File: config.mk
export PLATFORM = sky130hd
export DESIGN_NAME = axicb_mst_wr_sched_flat
export DESIGN_NICKNAME = d
export VERILOG_FILES = /design/src/rtl/axicb_mst_wr_sched_pkg.sv /design/src/rtl/axicb_mst_wr_sched_if.sv /design/src/rtl/axicb_mst_wr_sched_scfifo.sv /design/src/rtl/axicb_mst_wr_sched.sv /design/src/flat_wrapper.sv
export SDC_FILE = /design/constraint.sdc
export NUM_CORES = 1
export LEC_CHECK = 0
export BUFFER_PORTS_ARGS = -buffer_cell sky130_fd_sc_hd__clkbuf_2
export CAP_MARGIN = 20
export CORE_UTILIZATION = 55
export DETAILED_ROUTE_END_ITERATION = 10
export PLACE_DENSITY_LB_ADDON = 0.3
export SLEW_MARGIN = 10
export SYNTH_ARGS = -nofsm -noshare
export SYNTH_HDL_FRONTEND = slang
export SYNTH_HIERARCHICAL = 1
export SYNTH_SLANG_ARGS = --single-unit
File: constraint.sdc
create_clock -name aclk -period 6.5 [get_ports aclk]
set_clock_uncertainty 0.05 [all_clocks]
set_input_delay 1.95 -clock aclk [delete_from_list [all_inputs] [get_ports aclk]]
set_output_delay 1.95 -clock aclk [all_outputs]
set_load 0.05 [all_outputs]
File: src/rtl/axicb_mst_wr_sched_pkg.sv
// Shared types for the per-master write-data scheduler: the order-FIFO
// entry layout and the AXI length width.
package axicb_pkg;

   localparam int AXI_LEN_W    = 8;
   localparam int AXICB_SLV_NB = 4;

   // One outstanding AW as remembered by the order FIFO.
   typedef struct packed {
      logic [AXI_LEN_W-1:0]    len;
      logic [AXICB_SLV_NB-1:0] ix;
      logic                    mr;
   } axicb_wr_ent_t;

endpackage

File: src/rtl/axicb_mst_wr_sched_if.sv
// AW-record and W-steering signals between a master port and its write
// scheduler. The master modport is the side feeding AW/W and slave WREADY;
// the slave modport is the scheduler itself.
interface axicb_mst_wr_sched_if
   import axicb_pkg::*;
#(
   parameter int SLV_NB = AXICB_SLV_NB
);

   logic                 aw_valid;
   logic                 aw_ready;
   logic [SLV_NB-1:0]    aw_ix;
   logic                 aw_mr;
   logic [AXI_LEN_W-1:0] aw_len;
   logic                 aw_full;
   logic                 w_valid;
   logic                 w_last;
   logic                 w_ready;
   logic [SLV_NB-1:0]    slv_wready;
   logic [SLV_NB-1:0]    w_grant;
   logic                 w_mr;
   logic                 len_err;

   modport master (
      output aw_valid, aw_ready, aw_ix, aw_mr, aw_len,
      output w_valid, w_last, slv_wready,
      input  aw_full, w_ready, w_grant, w_mr, len_err
   );

   modport slave (
      input  aw_valid, aw_ready, aw_ix, aw_mr, aw_len,
      input  w_valid, w_last, slv_wready,
      output aw_full, w_ready, w_grant, w_mr, len_err
   );

endinterface

File: src/rtl/axicb_mst_wr_sched_scfifo.sv
// Single-clock register-file FIFO storage with wrapping read/write pointers.
// Occupancy and full/empty tracking belong to the instantiating block.
module axicb_scfifo #(
   parameter int ADDR_WIDTH = 2,
   parameter int DATA_WIDTH = 8
) (
   input  logic                  aclk,
   input  logic                  srst,
   input  logic                  wr_en_i,
   input  logic [DATA_WIDTH-1:0] wr_data_i,
   input  logic                  rd_en_i,
   output logic [DATA_WIDTH-1:0] rd_data_o
);

   localparam int DEPTH = 1 << ADDR_WIDTH;
   localparam logic [ADDR_WIDTH-1:0] PTR_ONE = 1;

   logic [DATA_WIDTH-1:0] mem_q [DEPTH];
   logic [ADDR_WIDTH-1:0] wr_ptr_q, wr_ptr_d;
   logic [ADDR_WIDTH-1:0] rd_ptr_q, rd_ptr_d;

   // Pointers advance by one per access; power-of-two depth gives free wrap.
   always_comb begin
      wr_ptr_d = wr_ptr_q;
      rd_ptr_d = rd_ptr_q;
      if (wr_en_i) wr_ptr_d = wr_ptr_q + PTR_ONE;
      if (rd_en_i) rd_ptr_d = rd_ptr_q + PTR_ONE;
   end

   // Pointer registers.
   always_ff @(posedge aclk) begin
      if (srst) begin
         wr_ptr_q <= '0;
         rd_ptr_q <= '0;
      end else begin
         wr_ptr_q <= wr_ptr_d;
         rd_ptr_q <= rd_ptr_d;
      end
   end

   // Storage is data only; stale contents are never read while empty.
   always_ff @(posedge aclk) begin
      if (wr_en_i) mem_q[wr_ptr_q] <= wr_data_i;
   end

   assign rd_data_o = mem_q[rd_ptr_q];

endmodule

File: src/rtl/axicb_mst_wr_sched.sv
// Per-master write-data scheduler. Accepted AWs are queued in order; W beats
// are steered to the slave of the head entry until WLAST, then the next
// entry takes over. Misrouted entries sink their beats locally.
// Optional build macro AXICB_WR_SCHED_LEN_CHECK_EN stores AWLEN per entry and
// flags WLAST/AWLEN disagreement on len_err.
// SLV_NB must match the entry width declared in axicb_pkg.
module axicb_mst_wr_sched
   import axicb_pkg::*;
#(
   parameter int SLV_NB   = AXICB_SLV_NB,
   parameter int OSTD_NUM = 4
) (
   input  logic                 aclk,
   input  logic                 srst,
   axicb_mst_wr_sched_if.slave  bus
);

   localparam int ADDR_W = $clog2(OSTD_NUM);
   localparam int CNT_W  = ADDR_W + 1;
   localparam logic [CNT_W-1:0] CNT_ONE  = 1;
   localparam logic [CNT_W-1:0] CNT_FULL = CNT_W'(OSTD_NUM);

`ifdef AXICB_WR_SCHED_LEN_CHECK_EN
   localparam int ENT_W = $bits(axicb_wr_ent_t);
`else
   localparam int ENT_W = SLV_NB + 1;
`endif

   logic [CNT_W-1:0]  count_q, count_d;
   logic              full_q, full_d;
   logic              push, pop, beat_acc, head_vld;
   logic [ENT_W-1:0]  fifo_wr_data, fifo_rd_data;
   logic [SLV_NB-1:0] head_ix;
   logic              head_mr;
   logic [SLV_NB-1:0] grant;
   logic              mr_out, ready_out;

   // A push while full is an upstream fault and is dropped here.
   assign push     = bus.aw_valid & bus.aw_ready & ~full_q;
   assign beat_acc = bus.w_valid & ready_out;
   assign pop      = beat_acc & bus.w_last;
   assign head_vld = (count_q != '0);

`ifdef AXICB_WR_SCHED_LEN_CHECK_EN
   axicb_wr_ent_t push_ent, head_ent;
   assign push_ent     = '{len: bus.aw_len, ix: bus.aw_ix, mr: bus.aw_mr};
   assign fifo_wr_data = push_ent;
   assign head_ent     = fifo_rd_data;
   assign head_ix      = head_ent.ix;
   assign head_mr      = head_ent.mr;
`else
   assign fifo_wr_data       = {bus.aw_ix, bus.aw_mr};
   assign {head_ix, head_mr} = fifo_rd_data;
`endif

   axicb_scfifo #(
      .ADDR_WIDTH (ADDR_W),
      .DATA_WIDTH (ENT_W)
   ) u_order_fifo (
      .aclk      (aclk),
      .srst      (srst),
      .wr_en_i   (push),
      .wr_data_i (fifo_wr_data),
      .rd_en_i   (pop),
      .rd_data_o (fifo_rd_data)
   );

   // Occupancy: simultaneous push and pop leave it unchanged; full is
   // registered from the next count so it tracks count with no extra lag.
   always_comb begin
      count_d = count_q;
      unique case ({push, pop})
         2'b10:   count_d = count_q + CNT_ONE;
         2'b01:   count_d = count_q - CNT_ONE;
         default: count_d = count_q;
      endcase
      full_d = (count_d == CNT_FULL);
   end

   // Occupancy and full flag registers.
   always_ff @(posedge aclk) begin
      if (srst) begin
         count_q <= '0;
         full_q  <= 1'b0;
      end else begin
         count_q <= count_d;
         full_q  <= full_d;
      end
   end

   // Head decode: steer to the head slave, or sink beats of a misroute.
   always_comb begin
      grant     = '0;
      mr_out    = 1'b0;
      ready_out = 1'b0;
      if (head_vld) begin
         if (head_mr) begin
            mr_out    = 1'b1;
            ready_out = 1'b1;
         end else begin
            grant     = head_ix;
            ready_out = |(bus.slv_wready & head_ix);
         end
      end
   end

   assign bus.w_grant = grant;
   assign bus.w_mr    = mr_out;
   assign bus.w_ready = ready_out;
   assign bus.aw_full = full_q;

`ifdef AXICB_WR_SCHED_LEN_CHECK_EN
   logic [AXI_LEN_W-1:0] beat_cnt_q, beat_cnt_d;
   logic                 len_err_q, len_err_d;

   // Beat counter within the head burst; WLAST must land exactly on beat len.
   always_comb begin
      beat_cnt_d = beat_cnt_q;
      len_err_d  = 1'b0;
      if (beat_acc) begin
         if (bus.w_last) begin
            len_err_d  = (beat_cnt_q != head_ent.len);
            beat_cnt_d = '0;
         end else begin
            len_err_d  = (beat_cnt_q == head_ent.len);
            beat_cnt_d = beat_cnt_q + 1'b1;
         end
      end
   end

   // Counter and one-cycle error pulse registers.
   always_ff @(posedge aclk) begin
      if (srst) begin
         beat_cnt_q <= '0;
         len_err_q  <= 1'b0;
      end else begin
         beat_cnt_q <= beat_cnt_d;
         len_err_q  <= len_err_d;
      end
   end

   assign bus.len_err = len_err_q;
`else
   assign bus.len_err = 1'b0;
`endif

   // Upstream must hold aw_ready low while aw_full is asserted.
   a_no_push_when_full: assert property (
      @(posedge aclk) disable iff (srst) !(bus.aw_valid && bus.aw_ready && full_q)
   );

endmodule

File: src/flat_wrapper.sv
// flat-port wrapper written by rule: the top's interface ports become plain ports
module axicb_mst_wr_sched_flat import axicb_pkg::*;
#(
   parameter int SLV_NB   = AXICB_SLV_NB,
   parameter int OSTD_NUM = 4
)
  (aclk, srst, bus_aw_valid, bus_aw_ready, bus_aw_ix, bus_aw_mr, bus_aw_len, bus_w_valid, bus_w_last, bus_slv_wready, bus_aw_full, bus_w_ready, bus_w_grant, bus_w_mr, bus_len_err);
  axicb_mst_wr_sched_if #(.SLV_NB(SLV_NB)) bus_i ();
  input  logic aclk;
  input  logic srst;
  input wire logic [$bits(bus_i.aw_valid)-1:0] bus_aw_valid;
  input wire logic [$bits(bus_i.aw_ready)-1:0] bus_aw_ready;
  input wire logic [$bits(bus_i.aw_ix)-1:0] bus_aw_ix;
  input wire logic [$bits(bus_i.aw_mr)-1:0] bus_aw_mr;
  input wire logic [$bits(bus_i.aw_len)-1:0] bus_aw_len;
  input wire logic [$bits(bus_i.w_valid)-1:0] bus_w_valid;
  input wire logic [$bits(bus_i.w_last)-1:0] bus_w_last;
  input wire logic [$bits(bus_i.slv_wready)-1:0] bus_slv_wready;
  output wire logic [$bits(bus_i.aw_full)-1:0] bus_aw_full;
  output wire logic [$bits(bus_i.w_ready)-1:0] bus_w_ready;
  output wire logic [$bits(bus_i.w_grant)-1:0] bus_w_grant;
  output wire logic [$bits(bus_i.w_mr)-1:0] bus_w_mr;
  output wire logic [$bits(bus_i.len_err)-1:0] bus_len_err;
  assign bus_i.aw_valid = bus_aw_valid;
  assign bus_i.aw_ready = bus_aw_ready;
  assign bus_i.aw_ix = bus_aw_ix;
  assign bus_i.aw_mr = bus_aw_mr;
  assign bus_i.aw_len = bus_aw_len;
  assign bus_i.w_valid = bus_w_valid;
  assign bus_i.w_last = bus_w_last;
  assign bus_i.slv_wready = bus_slv_wready;
  assign bus_aw_full = bus_i.aw_full;
  assign bus_w_ready = bus_i.w_ready;
  assign bus_w_grant = bus_i.w_grant;
  assign bus_w_mr = bus_i.w_mr;
  assign bus_len_err = bus_i.len_err;
  axicb_mst_wr_sched #(.SLV_NB(SLV_NB), .OSTD_NUM(OSTD_NUM)) u_core (.aclk(aclk), .srst(srst), .bus(bus_i));
endmodule
After elaboration in Yosys (flattened, before gate mapping)
Memories as Yosys holds them, arrays and structs flattened. A register that Yosys moved wholly into a read port is not among the register bits.
Cells that the tools add are included.
{"block": "word_totals", "regBits": 8, "mem_bits_rw": 20, "wordCells": 31, "n_memories": 1}
{"name": "u_core.u_order_fifo.mem_q", "words": 4, "width": 5, "rd": 1, "rd_clocked_by_memory_dff": 1, "wr": 1, "line_no": "axicb_mst_wr_sched_scfifo.sv:18", "rtl": "logic [DATA_WIDTH-1:0] mem_q [DEPTH];"}
{"block": "op_classes", "n_addsub": 4, "n_eq_ne": 3, "muxes": 11, "n_bitwise": 6, "reduce_logical": 2}
{"cell": "4-bit 2-to-1 mux", "count": 2}
{"cell": "1-bit 2-to-1 mux", "count": 6}
{"cell": "3-bit one-hot mux with 2 select lines", "count": 1}
{"cell": "2-bit by 1-bit adder with 2-bit output, second input constant", "count": 2}
{"cell": "1-bit bitwise AND", "count": 4}
{"cell": "4-bit bitwise AND", "count": 1}
{"cell": "2-bit 2-to-1 mux", "count": 2}
{"cell": "4-bit OR reduction", "count": 1}
{"cell": "3-bit by 1-bit adder with 3-bit output, second input constant", "count": 1}
{"cell": "3-bit equality test, second input constant", "count": 1}
{"cell": "3-bit nonzero test", "count": 1}
{"cell": "3-bit by 1-bit subtractor with 3-bit output, second input constant", "count": 1}
{"cell": "2-bit by 1-bit equality test with 1-bit output, second input constant", "count": 1}
{"cell": "2-bit equality test, second input constant", "count": 1}
{"cell": "1-bit NOT", "count": 1}

Longest topological paths before layout
Gate-level depths: netlist (run 1).
{"block": "logic_depth", "word_depth": 9, "ltp_mapped": 11}

Hierarchy
The synthesis (run 1) kept the hierarchy.
{"module": "axicb_scfifo", "instances": 1, "cells_each": 52, "area_each_um2": 992.2, "seq_area_each_um2": 720.7}
{"module": "axicb_mst_wr_sched", "instances": 1, "cells_each": 39, "area_each_um2": 304.0, "seq_area_each_um2": 80.1}

Worst setup path before layout (run 1)
No wires, ideal clock.
{"block": "synth_timing", "path_kind": "in2out", "start": "in bus_slv_wready[0]", "end": "out bus_w_ready", "arrival_ps": 2820, "slack_ps": 1680, "stages": 2, "n_path_buf": 0, "cell_sequence": "a222oi_1 a21oi_1"}
{"block": "synth_between", "elab_chain_len": 4}
{"item": "start: declaration", "line_no": "flat_wrapper.sv:18", "rtl": "input wire logic [$bits(bus_i.slv_wready)-1:0] bus_slv_wready;"}
{"item": "4-bit bitwise AND", "line_no": "axicb_mst_wr_sched.sv:102", "rtl": "ready_out = |(bus.slv_wready & head_ix);"}
{"item": "4-bit OR reduction", "line_no": "axicb_mst_wr_sched.sv:102"}
{"item": "1-bit 2-to-1 mux", "line_no": "axicb_mst_wr_sched.sv:97", "rtl": "if (head_mr) begin"}
{"item": "1-bit 2-to-1 mux", "line_no": "axicb_mst_wr_sched.sv:96", "rtl": "if (head_vld) begin"}
{"item": "end: declaration", "line_no": "flat_wrapper.sv:20", "rtl": "output wire logic [$bits(bus_i.w_ready)-1:0] bus_w_ready;"}
Every way passes these cells.

Final worst setup path (run 1)
Ends and elaborated chain as after synthesis.

==> metrics.yaml, run 1 <==
syn_nets: 120
num_vias: 757
p_per_area_nw_per_um2: 264
post-synth-top-count-cell: "edfxtp_1"
fin_setup_tns_ns: 0
crit_fanout: 2
htreeDepth: 2
final-seq-area_um2: 801
die-height_um: 50.5
syn_inst: 91
ctsHoldBuffers: 0
drc_errors: 0
critical_path_class: "input pin to output port"
max-vdd-ir-drop_uv: 221
crit_arrival_ns: 2.72
clock_sinks: 30
cts_tree: "done"
groute.usage.overall_pct: 20.3
crit_path_start_kind: "input pin"
synth-edff-count: 20
drtIter0Drc: 12
end_kind: "output port"
final_cell_count_no_fill: 146
clock_path_buffers: 2
cpMostUsedCell: "clkbuf_2"
slew_violations: 0
hold_depth: 2
start_util_pct: 58.6
cts_resized: 0
final.fill_count: 165
avgViaCountPerCell: 5.18
crit_required_ns: 4.50
ioPinCount: 31
dieArea_um2: 2550
syn_area_um2: 1300
p_leak_nw: 0.574
clockRootBuffer: "clkbuf_4"
area_delta_synth_final_pct: 14.3
antenna_found_initial: 0
yosys_warnings: 6
die_x_um: 50.5
async_flop_share_pct: 0
path_buf_inv: 2
path_cells: "clkbuf_2, a222oi_1, a21oi_1, clkbuf_2"
worst-path-stages: 4
max_freq_mhz: 212
clkTransAtPathRegs_ns: 0.09
ys_seq_area_share_pct: 61.8
hold_start: "u_core/u_order_fifo/rd_ptr_q[1]"
syn_area_per_cell_um2: 14.2
synth-seq-cells: 30
grt_pass1_wl_um: 3440
postCtsSetupBuffers: 0
numCtsBuffers: 5
crit_path_top_delay_cell: "a222oi_1"
yosys-top-cells-area: "edfxtp_1 (46%), dfxtp_1 (15%), mux4_2 (8.7%)"
power_w: 0.000391
drtAntennaViolNets: 0
grt_pass1_vias: 781
routed_wl_um: 2070
r2r-end: "u_core/bus.aw_full"
yosysTopAreaCellShare_pct: 46.3
r2r_cells: 10
synth_flop_cell: "edfxtp_1"
cp_slowest_stage_delay_ns: 0.29
grt_max_degree: 11
status: "finished clean"
rsz0062_at_grt: "no"
rrSetupSlack_ns: 3.45
dpl.hpwl_um: 1520
dr.pass1.iters: 4
fp.coreArea_um2: 2210
grt-ovfl-total: 0
place_congestion: 0.780
synthTopCellsByCount: "edfxtp_1 (20), dfxtp_1 (10), nor2_1 (8)"
maxCapViolCount: 0
finalHoldViolCount: 0
wl_per_cell_um: 14.2
fin_nets: 146
period_share_pct: 72.6
min_period_ns: 4.72
io_buffers: 21
multi_input_area_um2: 450
finalSetupViolations: 0
worstSkewPairLatency_ns: 0.33
num_rows: 17
dpl.cell_count: 138
crit_family: "compound AO/OA/AOI/OAI gates"
startpoint: "bus_slv_wready[0]"
antennaDiodeCount: 0
yosysTopAreaCell: "edfxtp_1"
drive_above_1_share_pct: 33.1
synth_cell_types: 29
hp-class: "flip-flop to flip-flop"
## registers in the layout, indices dropped and copies added (netlist names), named ones only
register                      cells
u_core/u_order_fifo/mem_q        20
u_core/count_q                    3
u_core/u_order_fifo/rd_ptr_q      2
u_core/bus.aw_full                1
u_core/u_order_fifo/wr_ptr_q      2
## worst min-delay path, stage by stage, from the launching register on
cell      delay (ns)
dfxtp_1         0.33
nand3b_1        0.10
a21oi_1         0.08
## worst max-delay path by stage
stage	endpoint	slack, ns
CTS	bus_w_ready	1.78
detailed placement	bus_w_ready	1.78
finish	bus_w_ready	1.78
global route	bus_w_ready	1.71
global placement	bus_w_ready	1.76
floorplan	bus_w_ready	1.68
## power by group
| group | total [W] | switching (W) | internal [W] |
|---|---|---|---|
| sequential | 0.000215 | 0.00000562 | 0.000210 |
| combinational | 0.0000596 | 0.0000377 | 0.0000220 |
| clock | 0.000116 | 0.0000638 | 0.0000519 |
| total | 0.000391 | 0.000107 | 0.000284 |
## metrics by stage
step	setup WS, ns	area [um^2]	util (%)	hold WS [ns]
detailed placement	1.78	1420	64.1	0.482
CTS	1.78	1480	67.0	0.496
floorplan	1.68	1300	-	0.442
global route	1.71	1480	67.0	0.514
finish	1.78	1480	67.0	0.494
global placement	1.76	1420	64.1	0.470
## cells by family (layout without fill, tap and decap cells)
kind of cell             after synthesis  count (layout)  share of synthesized area [%]
XOR/XNOR                               4               4                           2.70
buffers and inverters                  9              36                           3.48
AND/OR/NAND/NOR                       26              26                           11.2
AO/OA/AOI/OAI                          9               9                           4.73
flip-flops                            30              30                           61.8
adder cells (fa/ha/maj)                6               6                           6.37
multiplexers                           6               6                           9.46
other                                  1               1                          0.289
## layer usage
| metal | global-route usage [%] | vias up | part of all wire [%] |
|---|---|---|---|
| li1 | - | 372 | - |
| met1 | 22.8 | 364 | 44 |
| met2 | 32.2 | 17 | 49 |
| met3 | 8.18 | 4 | 4.4 |
| met4 | 12.5 | 0 | 2.5 |
| met5 | 0 | - | 0 |
## layout by cell type (no fill, tap or decap), drive strengths merged, types with 2 or more instances in the layout
master  netlist  final
inv           7      7
dfxtp        10     10
a21oi         5      5
mux4          5      5
nor2          8      8
or2           2      2
xnor2         3      3
and2          8      8
ha            5      5
edfxtp       20     20
clkbuf        0     27
## cell type report
cell class,count,area share (%)
Clock inverter,2,0.845
Clock buffer,6,3.46
Timing Repair Buffer,21,7.09
Sequential cell,30,54.1
Multi-Input combinational cell,52,30.4
Inverter,7,1.77
Tap cell,28,2.36
No activity file was read; power rests on OpenSTA's default activity.
==> run 2: changes to the inputs <==
--- a/config.mk
+++ b/config.mk
@@ -7,7 +7,7 @@
 export LEC_CHECK = 0
 export BUFFER_PORTS_ARGS = -buffer_cell sky130_fd_sc_hd__clkbuf_2
 export CAP_MARGIN = 20
-export CORE_UTILIZATION = 55
+export CORE_UTILIZATION = 51
 export DETAILED_ROUTE_END_ITERATION = 10
 export PLACE_DENSITY_LB_ADDON = 0.3
 export SLEW_MARGIN = 10
==> constraint.sdc (replaced) <==
create_clock -name aclk -period 4.8 [get_ports aclk]
set_clock_uncertainty 0.05 [all_clocks]
set_input_delay 1.44 -clock aclk [delete_from_list [all_inputs] [get_ports aclk]]
set_output_delay 1.44 -clock aclk [all_outputs]
set_load 0.05 [all_outputs]
==> metrics.yaml, run 2 (synthesis gave the netlist of run 1 again) <==
io_buffers: 21
fin_nets: 146
clkTransAtPathRegs_ns: 0.08
numCtsBuffers: 5
drc_errors: 0
p_switching_w: 0.000130
p_seq_share_pct: 58.3
wl_per_cell_um: 13.2
grt_pass1_vias: 738
cts_tree: "done"
fin_setup_tns_ns: 0
clock_path_buffers: 2
crit_family: "compound AO/OA/AOI/OAI gates"
max-vdd-ir-drop_uv: 211
switching_share_pct: 26.1
period_share_pct: 79.0
drtIter0Drc: 14
avgViaCountPerCell: 5.17
min_period_ns: 3.79
reg_top3: "u_core/u_order_fifo/mem_q (20), u_core/count_q (3)"
routed_wl_um: 1930
path_buf_inv: 2
r2r-end: "u_core/bus.aw_full"
drive_above_1_share_pct: 30.5
ctsHoldBuffers: 0
die-height_um: 52.4
cts_resized: 0
num_rows: 17
path_cells: "clkbuf_2, a222oi_1, a21oi_1, clkbuf_2"
end_kind: "output port"
dr.pass1.iters: 4
htreeDepth: 2
antenna_found_initial: 0
slew_violations: 0
dpl.hpwl_um: 1540
start_util_pct: 56.4
power_frac_comb_pct: 15.9
num_vias: 755
worstSkewPairLatency_ns: 0.30
hold_end: "u_core/u_order_fifo/rd_ptr_q[1]"
p_leak_nw: 0.567
finalSetupViolations: 0
antennaDiodeCount: 0
rsz0062_at_grt: "no"
ioPinCount: 31
hold_start: "u_core/u_order_fifo/rd_ptr_q[0]"
clkPwrFrac_pct: 25.8
finalHoldViolCount: 0
p_per_area_nw_per_um2: 341
crit_arrival_ns: 2.30
crit_required_ns: 3.31
max_freq_mhz: 264
groute.usage.overall_pct: 17.3
status: "finished clean"
grt_max_degree: 10
fin_area_um2: 1470
grt_pass1_wl_um: 3110
postCtsSetupBuffers: 0
internal-power_w: 0.000369
fp.coreArea_um2: 2300
hold_depth: 2
cpMostUsedCell: "clkbuf_2"
crit_fanout: 2
drtAntennaViolNets: 0
grt-ovfl-total: 0
maxCapViolCount: 0
rrSetupSlack_ns: 1.66
layout_common_cells: "clkbuf_2 (21), edfxtp_1 (20), dfxtp_1 (10)"
cp_slowest_stage_delay_ns: 0.38
clock_sinks: 30
final_common_cell: "clkbuf_2"
clockRootBuffer: "clkbuf_4"
regMostFlops: "u_core/u_order_fifo/mem_q"
largest_register_ffs: 20
dpl_cell_area_um2: 1420
place_congestion: 0.735
critical_path_class: "input pin to output port"
r2r_cells: 10
crit_path_start_kind: "input pin"
area_delta_synth_final_pct: 13.1
die_x_um: 52.4
dieArea_um2: 2750
hp-class: "flip-flop to flip-flop"
crit_path_top_delay_cell: "a222oi_1"
## run 2: cell count changes in the layout (fill, tap and decap cells not counted)
cell / before / now
clkinv_2: 1 / 0
clkinvlp_4: 1 / 0
clkinv_1: 0 / 1
clkbuf_8: 1 / 0
clkbuf_1: 0 / 2
## run 2: stage by stage
step                      hold slack, ns  power [W]  setup slack (ns)  util, %  instances
after floorplan                    0.442   0.000358             0.824        -         91
after detailed placement           0.484   0.000378              1.00     61.7        138
after global routing               0.535   0.000529             0.973     63.8        146
final                              0.495   0.000500              1.01     63.8        146
after global placement             0.473   0.000375              1.08     61.7        138
after CTS                          0.494   0.000508              1.00     63.8        146
## run 2: final cells by class
cell class	instances	area (um^2)
Fill cell	177	831
Sequential cell	30	801
Multi-Input combinational cell	52	450
Timing Repair Buffer	21	105
Clock buffer	7	45.0
Tap cell	28	35.0
Inverter	7	26.3
Clock inverter	1	3.75
## run 2: tightest hold or removal path, cell delays in order, from the launching register on
cell      delay (ns)
dfxtp_1         0.33
nand3b_1        0.08
a21oi_1         0.07
## run 2: routing by layer
metal / share of wire [%] / routed length (um) / global-route usage, % / vias up
li1: - / - / - / 376
met1: 43 / 824 / 17.9 / 356
met2: 52 / 996 / 30.0 / 21
met3: 4.8 / 92 / 6.67 / 2
met4: 0.88 / 17 / 9.21 / 0
met5: 0 / 0 / 0 / -
## run 2: worst max path at each step
stage                            from  slack (ns)  cells after the start           endpoint
global route                flip-flop        0.97                      4        bus_w_ready
detailed placement  bus_slv_wready[0]        1.00                      4        bus_w_ready
floorplan           bus_slv_wready[0]        0.82                      9  u_core/count_q[2]
CTS                 bus_slv_wready[0]        1.00                      4        bus_w_ready
finish              bus_slv_wready[0]        1.01                      4        bus_w_ready
global placement    bus_slv_wready[0]        1.08                      4        bus_w_ready
## run 2: power by group through the flow
stage	logic (W)	registers, W	clock network [W]
2_1_floorplan	0.0000626	0.000295	0
3_3_place_gp	0.0000781	0.000297	0
3_5_place_dp	0.0000803	0.000297	0
4_1_cts	0.0000807	0.000291	0.000136
5_1_grt	0.0000875	0.000293	0.000149
6_report	0.0000796	0.000291	0.000129
